File: src/rtl/rv_fetch_pkg.sv
// rv_fetch_pkg: shared types and helpers for the instruction-fetch front end.
//   ILEN          - instruction / address width
//   FETCH_ENTRY_W - width of one prefetch FIFO entry {pc, instr}
//   PC_STEP       - byte distance between sequential instruction words
//   align_pc()    - clears the byte-offset bits of a PC
package rv_fetch_pkg;

    localparam int ILEN          = 32;
    localparam int FETCH_ENTRY_W = 64;
    localparam logic [ILEN-1:0] PC_STEP = 32'd4;

    typedef struct packed {
        logic [ILEN-1:0] pc;
        logic [ILEN-1:0] instr;
    } fetch_entry_t;

    function automatic logic [ILEN-1:0] align_pc(input logic [ILEN-1:0] pc);
        return {pc[ILEN-1:2], 2'b00};
    endfunction

endpackage

File: src/rtl/fetch_fifo.sv
// fetch_fifo: synchronous FIFO with flush, occupancy count and registered head.
//   clk_i, rst_n_i - clock, synchronous active-low reset (storage cleared too)
//   flush_i        - drop all entries (wins over push/pop)
//   push_i, data_i - write an entry
//   pop_i          - consume the head; ignored when empty
//   valid_o        - head valid
//   data_o         - head entry, read straight from the storage registers
//   count_o        - number of valid entries
module fetch_fifo
    import rv_fetch_pkg::*;
#(
    parameter int WIDTH = FETCH_ENTRY_W,
    parameter int DEPTH = 4
) (
    input  logic                   clk_i,
    input  logic                   rst_n_i,
    input  logic                   flush_i,
    input  logic                   push_i,
    input  logic [WIDTH-1:0]       data_i,
    input  logic                   pop_i,
    output logic                   valid_o,
    output logic [WIDTH-1:0]       data_o,
    output logic [$clog2(DEPTH):0] count_o
);

    localparam int AW = $clog2(DEPTH);
    localparam int CW = AW + 1;

    logic [WIDTH-1:0] mem_r [DEPTH];
    logic [AW-1:0]    rd_ptr_r;
    logic [AW-1:0]    wr_ptr_r;
    logic [CW-1:0]    count_r;
    logic             pop_eff_s;

    // A pop on an empty FIFO is a no-op, so push+pop on empty is simply a push.
    assign pop_eff_s = pop_i && (count_r != '0);

    // Storage, pointers and occupancy.
    always_ff @(posedge clk_i) begin
        if (!rst_n_i) begin
            for (int i = 0; i < DEPTH; i++) begin
                mem_r[i] <= '0;
            end
            rd_ptr_r <= '0;
            wr_ptr_r <= '0;
            count_r  <= '0;
        end else if (flush_i) begin
            rd_ptr_r <= '0;
            wr_ptr_r <= '0;
            count_r  <= '0;
        end else begin
            if (push_i) begin
                mem_r[wr_ptr_r] <= data_i;
                wr_ptr_r        <= wr_ptr_r + AW'(1'b1);
            end
            if (pop_eff_s) begin
                rd_ptr_r <= rd_ptr_r + AW'(1'b1);
            end
            case ({push_i, pop_eff_s})
                2'b10:   count_r <= count_r + CW'(1'b1);
                2'b01:   count_r <= count_r - CW'(1'b1);
                default: count_r <= count_r;
            endcase
        end
    end

    assign valid_o = (count_r != '0);
    assign data_o  = mem_r[rd_ptr_r];
    assign count_o = count_r;

    fetch_fifo_checker #(
        .DEPTH (DEPTH),
        .CW    (CW)
    ) u_checker (
        .clk_i   (clk_i),
        .rst_n_i (rst_n_i),
        .flush_i (flush_i),
        .push_i  (push_i),
        .pop_i   (pop_eff_s),
        .count_i (count_r)
    );

endmodule

File: src/rtl/fetch_fifo_checker.sv
// fetch_fifo_checker: protocol assertions for fetch_fifo.
//   clk_i, rst_n_i        - clock, synchronous active-low reset
//   flush_i, push_i       - FIFO control as seen by the FIFO
//   pop_i                 - effective pop (head was valid and consumed)
//   count_i               - current occupancy
module fetch_fifo_checker #(
    parameter int DEPTH = 4,
    parameter int CW    = 3
) (
    input logic          clk_i,
    input logic          rst_n_i,
    input logic          flush_i,
    input logic          push_i,
    input logic          pop_i,
    input logic [CW-1:0] count_i
);

    localparam logic [CW-1:0] FULL_C = CW'(DEPTH);

    // A push into a full FIFO without a same-cycle pop would overwrite the head.
    a_no_overflow: assert property (@(posedge clk_i) disable iff (!rst_n_i)
        !(push_i && !pop_i && !flush_i && (count_i == FULL_C)));

    // Occupancy can never exceed the number of entries.
    a_count_bound: assert property (@(posedge clk_i) disable iff (!rst_n_i)
        count_i <= FULL_C);

endmodule

File: src/rtl/rv_fetch_unit.sv
// rv_fetch_unit: instruction-fetch front end with multiple outstanding requests.
//   clk_i, rst_n_i          - clock, synchronous active-low reset
//   i_req_o, i_addr_o       - fetch request and word-aligned address
//   i_gnt_i                 - memory accepted the request this cycle
//   i_rvalid_i, i_rdata_i   - in-order response
//   redirect_i/_pc_i        - taken branch/jump: flush and refetch from new PC
//   instr_valid_o/_o/_pc_o  - prefetch FIFO head towards decode
//   instr_ready_i           - decode consumes the head on valid & ready
module rv_fetch_unit
    import rv_fetch_pkg::*;
#(
    parameter logic [31:0] RESET_PC = 32'h0000_0000,
    parameter int          DEPTH    = 4
) (
    input  logic        clk_i,
    input  logic        rst_n_i,
    output logic        i_req_o,
    output logic [31:0] i_addr_o,
    input  logic        i_gnt_i,
    input  logic        i_rvalid_i,
    input  logic [31:0] i_rdata_i,
    input  logic        redirect_i,
    input  logic [31:0] redirect_pc_i,
    output logic        instr_valid_o,
    output logic [31:0] instr_o,
    output logic [31:0] instr_pc_o,
    input  logic        instr_ready_i
);

    localparam int CW = $clog2(DEPTH) + 1;
    localparam logic [CW:0]   CREDIT_LIMIT = (CW + 1)'(DEPTH);
    localparam logic [CW-1:0] CNT_ONE      = CW'(1'b1);

    logic [ILEN-1:0] fpc_r, fpc_next_s;
    logic [ILEN-1:0] rsp_pc_r, rsp_pc_next_s;
    logic [CW-1:0]   outstanding_r, outstanding_next_s;
    logic [CW-1:0]   discard_r, discard_next_s;
    logic [CW-1:0]   fifo_count_s;
    logic [CW:0]     credit_used_s;
    logic            req_s, gnt_s, drop_s, push_s, pop_s, head_valid_s;
    fetch_entry_t    push_entry_s, head_entry_s;

    // In-flight requests plus buffered entries never exceed the FIFO size,
    // which is what makes a push into a full FIFO impossible.
    assign credit_used_s = {1'b0, outstanding_r} + {1'b0, fifo_count_s};
    assign req_s  = rst_n_i && !redirect_i && (credit_used_s < CREDIT_LIMIT);
    assign gnt_s  = req_s && i_gnt_i;
    // A response arriving with a redirect is stale whatever the discard count.
    assign drop_s = i_rvalid_i && (redirect_i || (discard_r != '0));
    assign push_s = i_rvalid_i && !drop_s;
    assign pop_s  = head_valid_s && instr_ready_i;
    assign push_entry_s = '{pc: rsp_pc_r, instr: i_rdata_i};

    // Next-state for fetch PC, response PC, outstanding and discard counters.
    always_comb begin
        fpc_next_s         = fpc_r;
        rsp_pc_next_s      = rsp_pc_r;
        outstanding_next_s = outstanding_r;
        discard_next_s     = discard_r;
        case ({gnt_s, i_rvalid_i})
            2'b10:   outstanding_next_s = outstanding_r + CNT_ONE;
            2'b01:   outstanding_next_s = outstanding_r - CNT_ONE;
            default: outstanding_next_s = outstanding_r;
        endcase
        if (redirect_i) begin
            fpc_next_s    = align_pc(redirect_pc_i);
            rsp_pc_next_s = align_pc(redirect_pc_i);
            // No grant is possible here, so everything still in flight is stale.
            if (i_rvalid_i) begin
                discard_next_s = outstanding_r - CNT_ONE;
            end else begin
                discard_next_s = outstanding_r;
            end
        end else begin
            if (gnt_s) begin
                fpc_next_s = fpc_r + PC_STEP;
            end else begin
                fpc_next_s = fpc_r;
            end
            if (push_s) begin
                rsp_pc_next_s = rsp_pc_r + PC_STEP;
            end else begin
                rsp_pc_next_s = rsp_pc_r;
            end
            if (drop_s) begin
                discard_next_s = discard_r - CNT_ONE;
            end else begin
                discard_next_s = discard_r;
            end
        end
    end

    // Fetch state registers.
    always_ff @(posedge clk_i) begin
        if (!rst_n_i) begin
            fpc_r         <= RESET_PC;
            rsp_pc_r      <= RESET_PC;
            outstanding_r <= '0;
            discard_r     <= '0;
        end else begin
            fpc_r         <= fpc_next_s;
            rsp_pc_r      <= rsp_pc_next_s;
            outstanding_r <= outstanding_next_s;
            discard_r     <= discard_next_s;
        end
    end

    fetch_fifo #(
        .WIDTH (FETCH_ENTRY_W),
        .DEPTH (DEPTH)
    ) u_fifo (
        .clk_i   (clk_i),
        .rst_n_i (rst_n_i),
        .flush_i (redirect_i),
        .push_i  (push_s),
        .data_i  (push_entry_s),
        .pop_i   (pop_s),
        .valid_o (head_valid_s),
        .data_o  (head_entry_s),
        .count_o (fifo_count_s)
    );

    assign i_req_o       = req_s;
    assign i_addr_o      = fpc_r;
    assign instr_valid_o = head_valid_s;
    assign instr_o       = head_entry_s.instr;
    assign instr_pc_o    = head_entry_s.pc;

endmodule

File: config.mk
export PLATFORM = sky130hd
export DESIGN_NAME = rv_fetch_unit
export DESIGN_NICKNAME = d
export VERILOG_FILES = /design/src/rtl/rv_fetch_pkg.sv /design/src/rtl/fetch_fifo.sv /design/src/rtl/fetch_fifo_checker.sv /design/src/rtl/rv_fetch_unit.sv
export SDC_FILE = /design/constraint.sdc
export NUM_CORES = 1
export LEC_CHECK = 0
export ABC_AREA = 1
export CAP_MARGIN = 20
export CORE_UTILIZATION = 57
export CTS_CLUSTER_DIAMETER = 200
export DETAILED_ROUTE_END_ITERATION = 12
export GPL_TIMING_DRIVEN = 0
export PLACE_DENSITY = 0.8
export SLEW_MARGIN = 30
export SYNTH_ARGS = -nofsm -noshare
export SYNTH_HDL_FRONTEND = slang
export SYNTH_SLANG_ARGS = --single-unit
export TNS_END_PERCENT = 30
File: constraint.sdc
create_clock -name clk_i -period 7.87 [get_ports clk_i]
set_input_delay 1.574 -clock clk_i [delete_from_list [all_inputs] [get_ports clk_i]]
set_output_delay 1.574 -clock clk_i [all_outputs]
set_load 0.03 [all_outputs]
-- Yosys cells after proc, flatten, opt, wreduce, memory -nomap -nowiden
Memories as Yosys holds them, arrays and structs flattened. A register that Yosys moved wholly into a read port is not among the register bits.
Cells that the tools add are included.
- bits in registers: 77
- memory bits (writable): 256
- bits of input ports: 70
- logic and storage cells: 64
- memories kept: 1
- memory list (name ; words ; bits a word ; rd ports ; clocked after Yosys merged registers in ; wr ports ; RTL line ; source):
    u_fifo.mem_r ; 4 ; 64 ; 1 ; 1 ; 4 ; fetch_fifo.sv:29 ; logic [WIDTH-1:0] mem_r [DEPTH];
- add/sub/neg operators: 10
- $lt $le $gt $ge: 1
- eq/ne operators: 4
- mux-type cells: 19
- bitwise logic cells: 1
- reduce and logical (&&, ||, !) cells: 19
- operators by type and width (operator ; count):
    32-bit two-way mux ; 4
    32-bit by 3-bit adder with 32-bit output, second input constant ; 2
    64-bit two-way mux ; 1
    64-bit OR reduction ; 1
    3-bit one-hot mux with 2 select lines ; 2
    2-bit nonzero test ; 5
    3-bit two-way mux ; 3
    3-bit by 1-bit subtractor with 3-bit output, second input constant ; 3
    1-bit logical AND ; 7
    3-bit by 1-bit adder with 3-bit output, second input constant ; 2
    1-bit two-way mux ; 6
    2-bit two-way mux ; 3
    3-bit nonzero test ; 2
    2-bit by 1-bit adder with 2-bit output, second input constant ; 2
    3-bit by 3-bit adder with 4-bit output ; 1
    2-bit by 1-bit equality test with 1-bit output, second input constant ; 2
    2-bit equality test, second input constant ; 2
    4-bit by 3-bit < comparator with 1-bit output, second input constant ; 1
    1-bit logical NOT ; 2
    2-bit OR reduction ; 1
    1-bit logical OR ; 1
    1-bit NOT ; 1

-- Longest topological paths before layout
- depth in word-level cells: 11
- gate-level depth with buffers: 11
- gate-level depth less buffers: 11

-- Modules after synthesis
From an unflattened synthesis, not the netlist that was laid out.
- cell total of the unflattened synthesis: 1853
- area, all modules: 16200.5 µm²
- modules (own cells, without submodules) (module ; instances ; cells an instance ; area an instance (µm²) ; sequential area each (µm²)):
    fetch_fifo ; 1 ; 1097 ; 11568.6 ; 7867.5
    rv_fetch_unit ; 1 ; 756 ; 4631.9 ; 1321.3

-- Worst setup path before layout
Ideal clock, no wire load.
- kind: input to register
- from: input redirect_i
- to: memory u_fifo.mem_r[3][0] (netlist name), enable pin
- library setup time: 0.567 ns
- arrival: 6.646 ns
- required time: 7.303 ns
- setup slack: 0.656 ns
- stages: 7
- path buffers: 2
- path through: buf_2 nor2_4 nand3_4 buf_2 nor2_1 inv_1 o21ai_0
- RTL lines (element ; RTL line ; source):
    from (decl) ; rv_fetch_unit.sv:22 ; input logic redirect_i,
    to (decl) ; fetch_fifo.sv:29 ;

-- Worst setup path after layout
- from: input rst_n_i
- to: output i_req_o
- word-level cells in the longest chain between the ends: 2
- ends and longest elaborated chain (element ; RTL line ; source):
    from (decl) ; rv_fetch_unit.sv:16 ; input logic rst_n_i,
    1-bit logical AND (2 in a row) ; rv_fetch_unit.sv:46 ; assign req_s = rst_n_i && !redirect_i && (credit_used_s < CREDIT_LIMIT);
    to (decl) ; rv_fetch_unit.sv:17 ; output logic i_req_o,
Every way passes these cells.

==> qor.txt <==
First-pass GRT wire length - 69200 um
Crit Path Category - input port to output pin
Vias - 13600
Via density - 5.78
Prevailing post-synth register cell - edfxtp_1
Hold-fix buffers, CTS - 0
Routed WL per cell - 18.9 um
YS warnings - 0
WL final - 44700 um
TritonRoute pass-1 iters - 7
Die width - 168 um
Clock sink count - 323
Synth top area cells - edfxtp_1, nor2_1, dfxtp_1
Bufs and invs on worst path - 3
Crit. End Element - output pin
RePlAce Congestion - 0.988
Max IR drop VDD - 195 uV
Initial antenna violation count - 0
Starting Density - 58.1%
Leakage - 0.00709 uW
Max clock buf depth - 3
Fraction of registers with async set/reset - 0%
Vias in the first global route - 13100
Relative slew margins - 35.0%
Pwr Total - 3850 uW
Most common cell in the netlist - nor2_1
CTS buffer count - 31
Row count - 60
Synth top area share - 47.5%
Synthesized area per cell - 8.77 sq um
Drt first-iter violations - 1533
Residual DRC - 0
Worst-margin pin slew - 975 ps
Die H - 168 um
Root buffer cell - clkbuf_16
Final nets - 2076
Reg clk slew, reported paths - 60 ps
Pwr/cell area - 203 nW/um^2
Hold crit path type - flop to flop
Gr busiest metal - met2
Slowest-stage cell, CP - clkdlybuf4s50_1
Worst setup SP type - input port
Placed cells - 2303
Post-synth top cells - nor2_1, nand2_1, edfxtp_1
GR Util met3 - 4.21%
Final Non-Filler Cells - 2357
Library cells used by synthesis - 35
Max Freq - 0.190 GHz
Skew final - 19.2 ps
Met1 Use GR - 39.6%
Delay-heaviest family, CP - buffers and inverters
Crit path time final - 5260 ps
Worst EP required - 6300 ps
Status - completed
MaxCap Viol Count - 0
Final setup violation count - 0
Mapped Cells - 1785
Post-synth EDFFs - 248
All-Layer GR Usage - 31.6%
Max stage delay on crit path - 760 ps
Dpl cell area - 18100 sq um
Antenna cells - 0
Cell Chain, Critical Path - clkdlybuf4s50_1, inv_2, nor2_4, nand2_1, nor2_4, clkdlybuf4s50_1
Share of post-route cells with drive strength above 1 - 7.74%
Tcrit/Tclk final - 66.8%
Data arrival, critical path - 3680 ps
GR Layer Usage met2 - 55.7%
# H-tree levels - 1
Post-cts resize count - 0
Skew-Pair Late Insertion Delay - 570 ps
Post-CTS setup repair buffer count - 0
Core ar. - 27000 sq um
Die Area - 28100 sq um
Yosys top cell by area - edfxtp_1
Sequential area share after synthesis - 57.1%
HPWL Detailed - 30300 um
Port bufs - 161
Area Growth Syn to Fin - 21.4%
DRT antenna net count - 0
CTS tree - done
Worst Path Max Fanout - 7
Setup TNS - 0 ps
Grt total ovfl - 0
Max-slew violation count - 0
Boundary Pins - 168
Mapped cell area - 15700 sq um
Yosys reg bits - 323
Post-layout instance area - 19000 sq um
Largest net degree at the start of global routing - 41
Final-report hold violation count - 0
Unrepaired setup endpoints after global routing - no
-- placed cells by master, fill, tap and decap left out, drive strengths merged, types with 3 or more instances in the layout --
cell           netlist  layout
a21oi               57      57
a31oi                9       9
buf                 20      33
clkbuf              71     105
clkdlybuf4s50        0     161
clkinv               0      13
clkinvlp             0       6
conb                 1       4
dfxtp               75      75
edfxtp             248     248
ha                  10      10
inv                190     190
nand2              281     281
nand3               69      69
nand3b               9       9
nand4               11      11
nor2               451     451
nor3                10      10
o211ai               3       3
o21ai              184     184
o22ai               63      63
xnor2                5       5
xor2                11      11
-- metrics by stage --
| step | hold slack (ps) | setup WS, ps | util, % |
|---|---|---|---|
| after CTS | 472 | 2620 | 70.6 |
| final | 475 | 2610 | 70.6 |
| after global routing | 496 | 2570 | 70.6 |
| after floorplan | 437 | 656 | - |
| after detailed placement | 459 | 2630 | 67.2 |
| after global placement | 453 | -3350 | 65.7 |
-- path summary, 6_finish.rpt --
| kind | start | endpoint | slack, ps | cells after the start |
|---|---|---|---|---|
| max | rst_n_i | i_req_o | 2610 | 6 |
| min | u_fifo.rd_ptr_r[0]$_SDFFE_PP0P_ | u_fifo.rd_ptr_r[0]$_SDFFE_PP0P_ | 470 | 1 |
| max reg2reg | discard_r[0]$_SDFFE_PN0P_ | u_fifo.mem_r[0][24]$_SDFFCE_PN0P_ | 5190 | 8 |
| min reg2reg | u_fifo.rd_ptr_r[0]$_SDFFE_PP0P_ | u_fifo.rd_ptr_r[0]$_SDFFE_PP0P_ | 470 | 1 |
-- state kept, by name, indices dropped and copies added (netlist names), named ones only --
register / cells
i_addr_o: 30
u_fifo.mem_r: 248
u_fifo.count_o: 3
outstanding_r: 3
u_fifo.wr_ptr_r: 2
rsp_pc_r: 30
u_fifo.rd_ptr_r: 2
discard_r: 3
-- logic make-up (layout without fill, tap and decap cells) --
kind of cell	Yosys count	in the layout	share of synthesized area, %
flip-flops	323	323	57.1
AO/OA/AOI/OAI	320	320	10.9
XOR/XNOR	16	16	0.895
AND/OR/NAND/NOR	833	833	22.9
other	1	4	0.0239
buffers and inverters	281	509	7.18
adder cells (fa/ha/maj)	11	11	0.927
-- layer usage --
layer	vias up	wire [um]
met3	125	3890
met2	776	22500
met1	6382	16800
li1	6342	-
met5	-	0
met4	0	1450
-- worst reg2reg max path, stage by stage (launching register included) --
cell      delay [ps]
dfxtp_1          310
inv_1             90
ha_1             220
nand3_4          150
nor2_4           280
nand3_1          190
clkbuf_1         330
nand2_4          440
buf_16           310
-- layout make-up --
cell class              count  area, sq um
plain buffers              91          412
clock buffers              34          787
clock inverters            20          131
fillers                  1991         7930
inverters                 190          713
multi-input cells        1184         5640
flip-flops and latches    323         8950
well taps                 341          427
repair buffers            174         1960
-- power by group --
group	internal, uW	total (uW)	switching (uW)
Sequential	1920	1970	48.4
Combinational	184	502	319
Clock	748	1390	638
Total	2850	3850	1000
Power figures use the tool's default switching activity.
